==> src/rtl/volt_cal_pkg.sv <==
// Shared types and helpers for the multi-channel ADC-to-millivolt converter.
// Sign characters, conversion FSM states and elaboration-time math.
package volt_cal_pkg;

    localparam logic [7:0] ASCII_PLUS  = 8'd43;
    localparam logic [7:0] ASCII_MINUS = 8'd45;

    typedef enum logic [2:0] {
        ST_IDLE,
        ST_SNAP,
        ST_SCALE,
        ST_SHIFT,
        ST_STORE
    } state_t;

    function automatic int clog2(input int v);
        int r;
        r = 0;
        while ((1 << r) < v) begin
            r = r + 1;
        end
        return r;
    endfunction

    function automatic longint pow10(input int n);
        longint r;
        r = 1;
        for (int i = 0; i < n; i++) begin
            r = r * 10;
        end
        return r;
    endfunction

endpackage

==> src/rtl/bcd_seq.sv <==
// Sequential double-dabble: one add-3/shift step per cycle, BIN_W cycles from start; done_o marks the last step.
// No backpressure: start_i restarts the engine, and digits above DIGITS are dropped.
module bcd_seq
    import volt_cal_pkg::*;
#(
    parameter int BIN_W  = 13,
    parameter int DIGITS = 5
) (
    input  logic                  clk_i,
    input  logic                  rst_n_i,
    input  logic                  start_i,
    input  logic [BIN_W-1:0]      bin_i,
    output logic                  done_o,
    output logic [DIGITS*4-1:0]   dec_o
);

    localparam int CW = clog2(BIN_W + 1);

    logic [DIGITS*4-1:0] dig_q, dig_d, src_dig, adj;
    logic [BIN_W-1:0]    sr_q, sr_d, src_sr;
    logic [CW-1:0]       cnt_q, cnt_d, src_cnt;
    logic                run;

    // The first step is taken in the start cycle itself, straight from bin_i.
    always_comb begin
        src_dig = start_i ? '0 : dig_q;
        src_sr  = start_i ? bin_i : sr_q;
        src_cnt = start_i ? '0 : cnt_q;
        run     = start_i || (cnt_q != '0);
        adj     = src_dig;
        for (int i = 0; i < DIGITS; i++) begin
            if (adj[i*4 +: 4] >= 4'd5) begin
                adj[i*4 +: 4] = adj[i*4 +: 4] + 4'd3;
            end
        end
        done_o = run && (src_cnt == CW'(BIN_W - 1));
        dig_d  = dig_q;
        sr_d   = sr_q;
        cnt_d  = cnt_q;
        if (run) begin
            dig_d = {adj[DIGITS*4-2:0], src_sr[BIN_W-1]};
            sr_d  = src_sr << 1;
            cnt_d = done_o ? '0 : src_cnt + CW'(1);
        end
    end

    always_ff @(posedge clk_i or negedge rst_n_i) begin
        if (!rst_n_i) begin
            dig_q <= '0;
            sr_q  <= '0;
            cnt_q <= '0;
        end else begin
            dig_q <= dig_d;
            sr_q  <= sr_d;
            cnt_q <= cnt_d;
        end
    end

    assign dec_o = dig_q;

endmodule

==> src/rtl/volt_cal_multi.sv <==
// Averages 2^AVG_LOG2 ADC samples per channel, converts to sign + BCD mV; out_valid 1+NCH*(MV_W+2) cycles after block end.
// Never stalls the ADC: a block completing while the converter is busy is dropped with an overrun pulse.
module volt_cal_multi
    import volt_cal_pkg::*;
#(
    parameter int NCH        = 2,
    parameter int AD_W       = 12,
    parameter int FS_MV      = 5000,
    parameter int AVG_LOG2   = 2,
    parameter int BCD_DIGITS = 5
) (
    input  logic                         ad_clk,
    input  logic                         rst_n,
    input  logic                         ad_valid,
    input  logic [NCH*AD_W-1:0]          ad_data,
    output logic [NCH*BCD_DIGITS*4-1:0]  ch_dec,
    output logic [NCH*8-1:0]             ch_sig,
    output logic                         out_valid,
    output logic                         busy,
    output logic                         overrun
);

    localparam int MV_W   = clog2(FS_MV + 1);
    localparam int ACC_W  = AD_W + AVG_LOG2;
    localparam int PROD_W = AD_W + MV_W;
    localparam int DW     = BCD_DIGITS * 4;
    localparam int CNT_W  = (AVG_LOG2 > 0) ? AVG_LOG2 : 1;
    localparam int CH_W   = (NCH > 1) ? clog2(NCH) : 1;
    localparam logic [CNT_W-1:0] LAST_SMP  = CNT_W'((1 << AVG_LOG2) - 1);
    localparam logic [AD_W-1:0]  HALF_CODE = {1'b1, {(AD_W-1){1'b0}}};

    if (pow10(BCD_DIGITS) <= longint'(FS_MV)) begin : g_digits_chk
        $error("BCD_DIGITS cannot represent FS_MV");
    end

    state_t              state_q;
    logic [CH_W-1:0]     c_q;
    logic [MV_W-1:0]     mv_q, mv_d;
    logic [7:0]          sig_q, sig_d;
    logic                shift_first_q;
    logic [NCH*DW-1:0]   ch_dec_q;
    logic [NCH*8-1:0]    ch_sig_q;
    logic                out_valid_q, overrun_q;
    logic [CNT_W-1:0]    smp_cnt_q;
    logic [ACC_W-1:0]    acc_q  [NCH];
    logic [ACC_W-1:0]    sum_d  [NCH];
    logic [AD_W-1:0]     mean_d [NCH];
    logic [AD_W-1:0]     snap_q [NCH];
    logic [AD_W-1:0]     sel, mag;
    logic [PROD_W-1:0]   prod;
    logic                blk_done, accept, bcd_done;
    logic [DW-1:0]       bcd_dec;

    always_comb begin
        for (int k = 0; k < NCH; k++) begin
            sum_d[k]  = acc_q[k] + ACC_W'(ad_data[k*AD_W +: AD_W]);
            mean_d[k] = AD_W'(sum_d[k] >> AVG_LOG2);
        end
        blk_done = ad_valid && (smp_cnt_q == LAST_SMP);
        // The out_valid cycle still counts as busy for an incoming block.
        accept   = blk_done && (state_q == ST_IDLE) && !out_valid_q;
        sel      = snap_q[c_q];
        if (sel >= HALF_CODE) begin
            sig_d = ASCII_PLUS;
            mag   = sel - HALF_CODE;
        end else begin
            sig_d = ASCII_MINUS;
            mag   = HALF_CODE - sel;
        end
        prod = PROD_W'(mag) * PROD_W'(FS_MV);
        mv_d = MV_W'(prod >> (AD_W - 1));
    end

    always_ff @(posedge ad_clk or negedge rst_n) begin
        if (!rst_n) begin
            smp_cnt_q <= '0;
            overrun_q <= 1'b0;
            for (int k = 0; k < NCH; k++) begin
                acc_q[k]  <= '0;
                snap_q[k] <= '0;
            end
        end else begin
            overrun_q <= blk_done && !accept;
            if (ad_valid) begin
                smp_cnt_q <= blk_done ? '0 : smp_cnt_q + CNT_W'(1);
                for (int k = 0; k < NCH; k++) begin
                    acc_q[k] <= blk_done ? '0 : sum_d[k];
                end
            end
            if (accept) begin
                for (int k = 0; k < NCH; k++) begin
                    snap_q[k] <= mean_d[k];
                end
            end
        end
    end

    always_ff @(posedge ad_clk or negedge rst_n) begin
        if (!rst_n) begin
            state_q       <= ST_IDLE;
            c_q           <= '0;
            mv_q          <= '0;
            sig_q         <= ASCII_PLUS;
            shift_first_q <= 1'b0;
            ch_dec_q      <= '0;
            out_valid_q   <= 1'b0;
            for (int k = 0; k < NCH; k++) begin
                ch_sig_q[k*8 +: 8] <= ASCII_PLUS;
            end
        end else begin
            out_valid_q   <= 1'b0;
            shift_first_q <= 1'b0;
            case (state_q)
                ST_IDLE: begin
                    if (accept) state_q <= ST_SNAP;
                end
                ST_SNAP: begin
                    c_q     <= '0;
                    state_q <= ST_SCALE;
                end
                ST_SCALE: begin
                    mv_q          <= mv_d;
                    sig_q         <= sig_d;
                    shift_first_q <= 1'b1;
                    state_q       <= ST_SHIFT;
                end
                ST_SHIFT: begin
                    if (bcd_done) state_q <= ST_STORE;
                end
                ST_STORE: begin
                    ch_dec_q[c_q*DW +: DW] <= bcd_dec;
                    ch_sig_q[c_q*8 +: 8]   <= sig_q;
                    if (c_q == CH_W'(NCH - 1)) begin
                        out_valid_q <= 1'b1;
                        state_q     <= ST_IDLE;
                    end else begin
                        c_q     <= c_q + CH_W'(1);
                        state_q <= ST_SCALE;
                    end
                end
                default: state_q <= ST_IDLE;
            endcase
        end
    end

    bcd_seq #(
        .BIN_W  (MV_W),
        .DIGITS (BCD_DIGITS)
    ) u_bcd (
        .clk_i   (ad_clk),
        .rst_n_i (rst_n),
        .start_i (shift_first_q),
        .bin_i   (mv_q),
        .done_o  (bcd_done),
        .dec_o   (bcd_dec)
    );

    assign ch_dec    = ch_dec_q;
    assign ch_sig    = ch_sig_q;
    assign out_valid = out_valid_q;
    assign overrun   = overrun_q;
    assign busy      = (state_q != ST_IDLE);

endmodule

==> config.mk <==
export PLATFORM = sky130hd
export DESIGN_NAME = volt_cal_multi
export DESIGN_NICKNAME = d
export VERILOG_FILES = /design/src/rtl/volt_cal_pkg.sv /design/src/rtl/bcd_seq.sv /design/src/rtl/volt_cal_multi.sv
export SDC_FILE = /design/constraint.sdc
export NUM_CORES = 1
export LEC_CHECK = 0
export BUFFER_PORTS_ARGS = -buffer_cell sky130_fd_sc_hd__buf_2
export CAP_MARGIN = 30
export CORE_ASPECT_RATIO = 1.2
export CORE_MARGIN = 8
export CORE_UTILIZATION = 41
export CTS_BUF_LIST = sky130_fd_sc_hd__clkbuf_8
export DETAILED_ROUTE_END_ITERATION = 6
export MAX_ROUTING_LAYER = met4
export PLACE_DENSITY = 0.65
export SETUP_SLACK_MARGIN = 0.05
export SKIP_CTS_REPAIR_TIMING = 1
export SLEW_MARGIN = 20
export SYNTH_ARGS = -nofsm -noshare
export SYNTH_HDL_FRONTEND = slang
export SYNTH_HIERARCHICAL = 1
export SYNTH_SLANG_ARGS = --single-unit
==> constraint.sdc <==
create_clock -name ad_clk -period 7.09 [get_ports ad_clk]
set_input_delay 1.418 -clock ad_clk [delete_from_list [all_inputs] [get_ports ad_clk]]
set_output_delay 1.418 -clock ad_clk [all_outputs]
set_load 0.01 [all_outputs]
==> summary.md <==
| Metric | Value |
|---|---|
| Slowest stage cell, crit path | `or4_1` |
| Tightest Pin Transition | `815 ps` |
| Worst EP required | `7430 ps` |
| CP max stage delay | `580 ps` |
| Setup TNS Final | `0 ps` |
| Worst path bufs/invs | `3` |
| FP Rows | `63` |
| Avg Inst Size Synth | `9.88 sq um` |
| Largest net degree at the start of global routing | `87` |
| Die Span Y | `188 um` |
| IO Port Bufs | `79` |
| H-Tree Depth | `4` |
| Clk Latency, worst-skew pair | `470 ps` |
| Vias per cell | `5.17` |
| Slew Limit Headroom | `45.7%` |
| Die width | `159 um` |
| Tmin final | `6360 ps` |
| Status | `finished clean` |
| Most common cell after layout, fill and taps aside | `dfrtp_1` |
| Number of global-route vias before repair | `7,328` |
| Hold Crit Class | `flop to flop` |
| Fmax | `157 MHz` |
| Critical path endpoint category | `flop` |
| Avg WL per Cell | `14.7 um` |
| Root buffer cell | `clkbuf_8` |
| RSZ-0062 raised after global routing | `no` |
| Startpoint Class | `flop` |
| Starting Density | `41.3%` |
| Top-level I/O count | `86` |
| Layout Nets | `1,226` |
| Max-slew violation count | `0` |
| Maximum Capacitance Violations | `0` |
| Ys Warns | `6` |
| Diode count | `0` |
| Kind of critical path | `flop to flop` |
| Final Hold Fails | `0` |
| Cells after Synth | `1,022` |
| Longest Clk Path Bufs | `2` |
| Number of synthesized flops with an enable pin | `0` |
| Synth-to-Final Area Change | `11.1%` |
| 1st-pass router iterations | `4` |
| Worst-path maximum fanout | `17` |
| Seq/Total Area, Yosys | `39.2%` |
| Clock sink count | `158` |
| Syn Std Cell Area | `0.0101 sq mm` |
| DP HPWL | `15,500 um` |
| Clk_skew | `21.0 ps` |
| #FFs+latches synth | `158` |
| Clock-pin slew on the worst setup and hold paths | `90 ps` |
| Critical path arrival | `6700 ps` |
| CORE AREA | `0.0244 sq mm` |
| Drt initial violations | `403` |
| CP Cell Sequence | `buf_4, or4_1, nor4_1, o21ai_1, nand2_1, xor2_1, fa_1, ha_1, fa_1, ha_1, inv_1, fa_1, inv_1, ha_1, a211o_1, nor3_1, a21o_1, a21oi_1, nor4_1, nor2_1` |
| Commonest cells after routing, fill and taps aside | `dfrtp_1, inv_1, ha_1` |
| Total CTS buffers | `17` |
| Post-synth top flop | `dfrtp_1` |
| Die area | `0.0299 sq mm` |
| First-pass GRT wire length | `36,300 um` |
| Vias | `7,373` |
| Final setup fails | `0` |
| Final Cycle Share | `89.7%` |
| Initial antenna violation count | `0` |
| Top Family by Delay on Critical Path | `adder cells` |
| Share of layout cells above drive strength 1 | `17.3%` |
| Drt drc | `0` |
| GRT Total Usage | `14.7%` |
| Antenna-violating nets left | `0` |
| Aggregate global routing overflow | `0` |
| WL final | `21,000 um` |
| CTS tree | `built` |
| Final GP Congestion | `0.874` |
| Yosys cell types | `65` |
| Asr flop ratio synth | `100%` |
-- worst min-delay path: cells and delay by family (launching register included) --
| kind | cells | cell delay, ps |
|---|---|---|
| AO/OA/AOI/OAI | 1 | 60 |
| flip-flops | 1 | 350 |
| AND/OR/NAND/NOR | 1 | 50 |
-- layout make-up --
| cell class | instances | area (sq um) |
|---|---|---|
| fill | 2341 | 13200 |
| multi-input combinational | 714 | 5520 |
| sequential | 158 | 3960 |
| timing repair buffer | 92 | 517 |
| tap | 325 | 407 |
| inverter | 106 | 398 |
| clock buffer | 17 | 234 |
| clock inverter | 15 | 189 |
-- synth_stat cells (10+ instances only) --
master | count | area share, %
nor2_1 | 55 | 2.0
nand2_1 | 72 | 2.7
nand2b_1 | 28 | 1.7
o22ai_1 | 31 | 1.9
a21o_1 | 13 | 0.97
mux2_2 | 45 | 5.0
clkbuf_1 | 25 | 0.93
dfrtp_1 | 153 | 38
mux2i_1 | 30 | 3.0
nor3_1 | 14 | 0.69
a21oi_1 | 46 | 2.3
o21a_1 | 12 | 0.89
nand3_1 | 14 | 0.69
xnor2_1 | 30 | 2.6
o21ai_1 | 10 | 0.50
fa_1 | 24 | 4.8
buf_4 | 11 | 0.82
xor2_1 | 16 | 1.4
ha_1 | 86 | 11
o21ai_0 | 71 | 3.5
inv_1 | 106 | 3.9
-- through the flow --
stage	hold slack (ps)	util (%)	std cells	area [sq um]	setup WS, ps
6_report	484	45.9	1427	11200	733
4_1_cts	490	45.8	1426	11200	730
5_1_grt	518	45.9	1427	11200	318
3_5_place_dp	469	44.1	1394	10800	756
2_1_floorplan	441	-	1027	10100	743
3_3_place_gp	462	44.1	1393	10800	842
-- layer usage --
| layer | track usage [%] | up-vias | wire, um |
|---|---|---|---|
| li1 | - | 3678 | - |
| met1 | 18.4 | 3574 | 9910 |
| met2 | 24.3 | 101 | 10200 |
| met3 | 2.39 | 20 | 519 |
| met4 | 4.43 | 0 | 318 |
| met5 | - | - | 0 |
-- flip-flops by register name, summed over array words and instances (netlist names), 2 cells and up --
register and count:
ch_dec 40, acc_q 28, snap_q 24, u_bcd/dec_o 20
mv_q 13, u_bcd/sr_q 12, ch_sig 6, u_bcd/cnt_q 4
state_q 3, sig_q 2, smp_cnt_q 2
-- cell families (layout without fill, tap and decap cells) --
family,after synthesis,in the layout,synth area share [%]
compound gates,242,242,15.0
xor+xnor,46,46,3.99
fa+ha+maj,110,110,15.4
buf+inv,155,230,6.46
flops,158,158,39.2
mux,76,76,8.14
other cells,1,6,0.0371
simple gates,234,234,11.8
-- path summary, 6_finish.rpt --
kind	endpoint	slack [ps]	from	cells after the start
worst max-delay path	mv_q[6]$_DFFE_PN0P_	730	c_q$_DFFE_PN0P_	20
worst min-delay path	u_bcd/sr_q[8]$_DFFE_PN0P_	480	mv_q[7]$_DFFE_PN0P_	2
worst max register to register	mv_q[6]$_DFFE_PN0P_	730	c_q$_DFFE_PN0P_	20
worst min register to register	u_bcd/sr_q[8]$_DFFE_PN0P_	480	mv_q[7]$_DFFE_PN0P_	2
max in group asynchronous	ch_sig[13]$_DFFE_PN1P_	4890	rst_n	3
min in group asynchronous	u_bcd/sr_q[11]$_DFFE_PN0P_	1010	rst_n	1
Power is left out: the tool's default activity adds up to more than one toggle a clock period on the data nets, which glitch-free logic cannot reach.
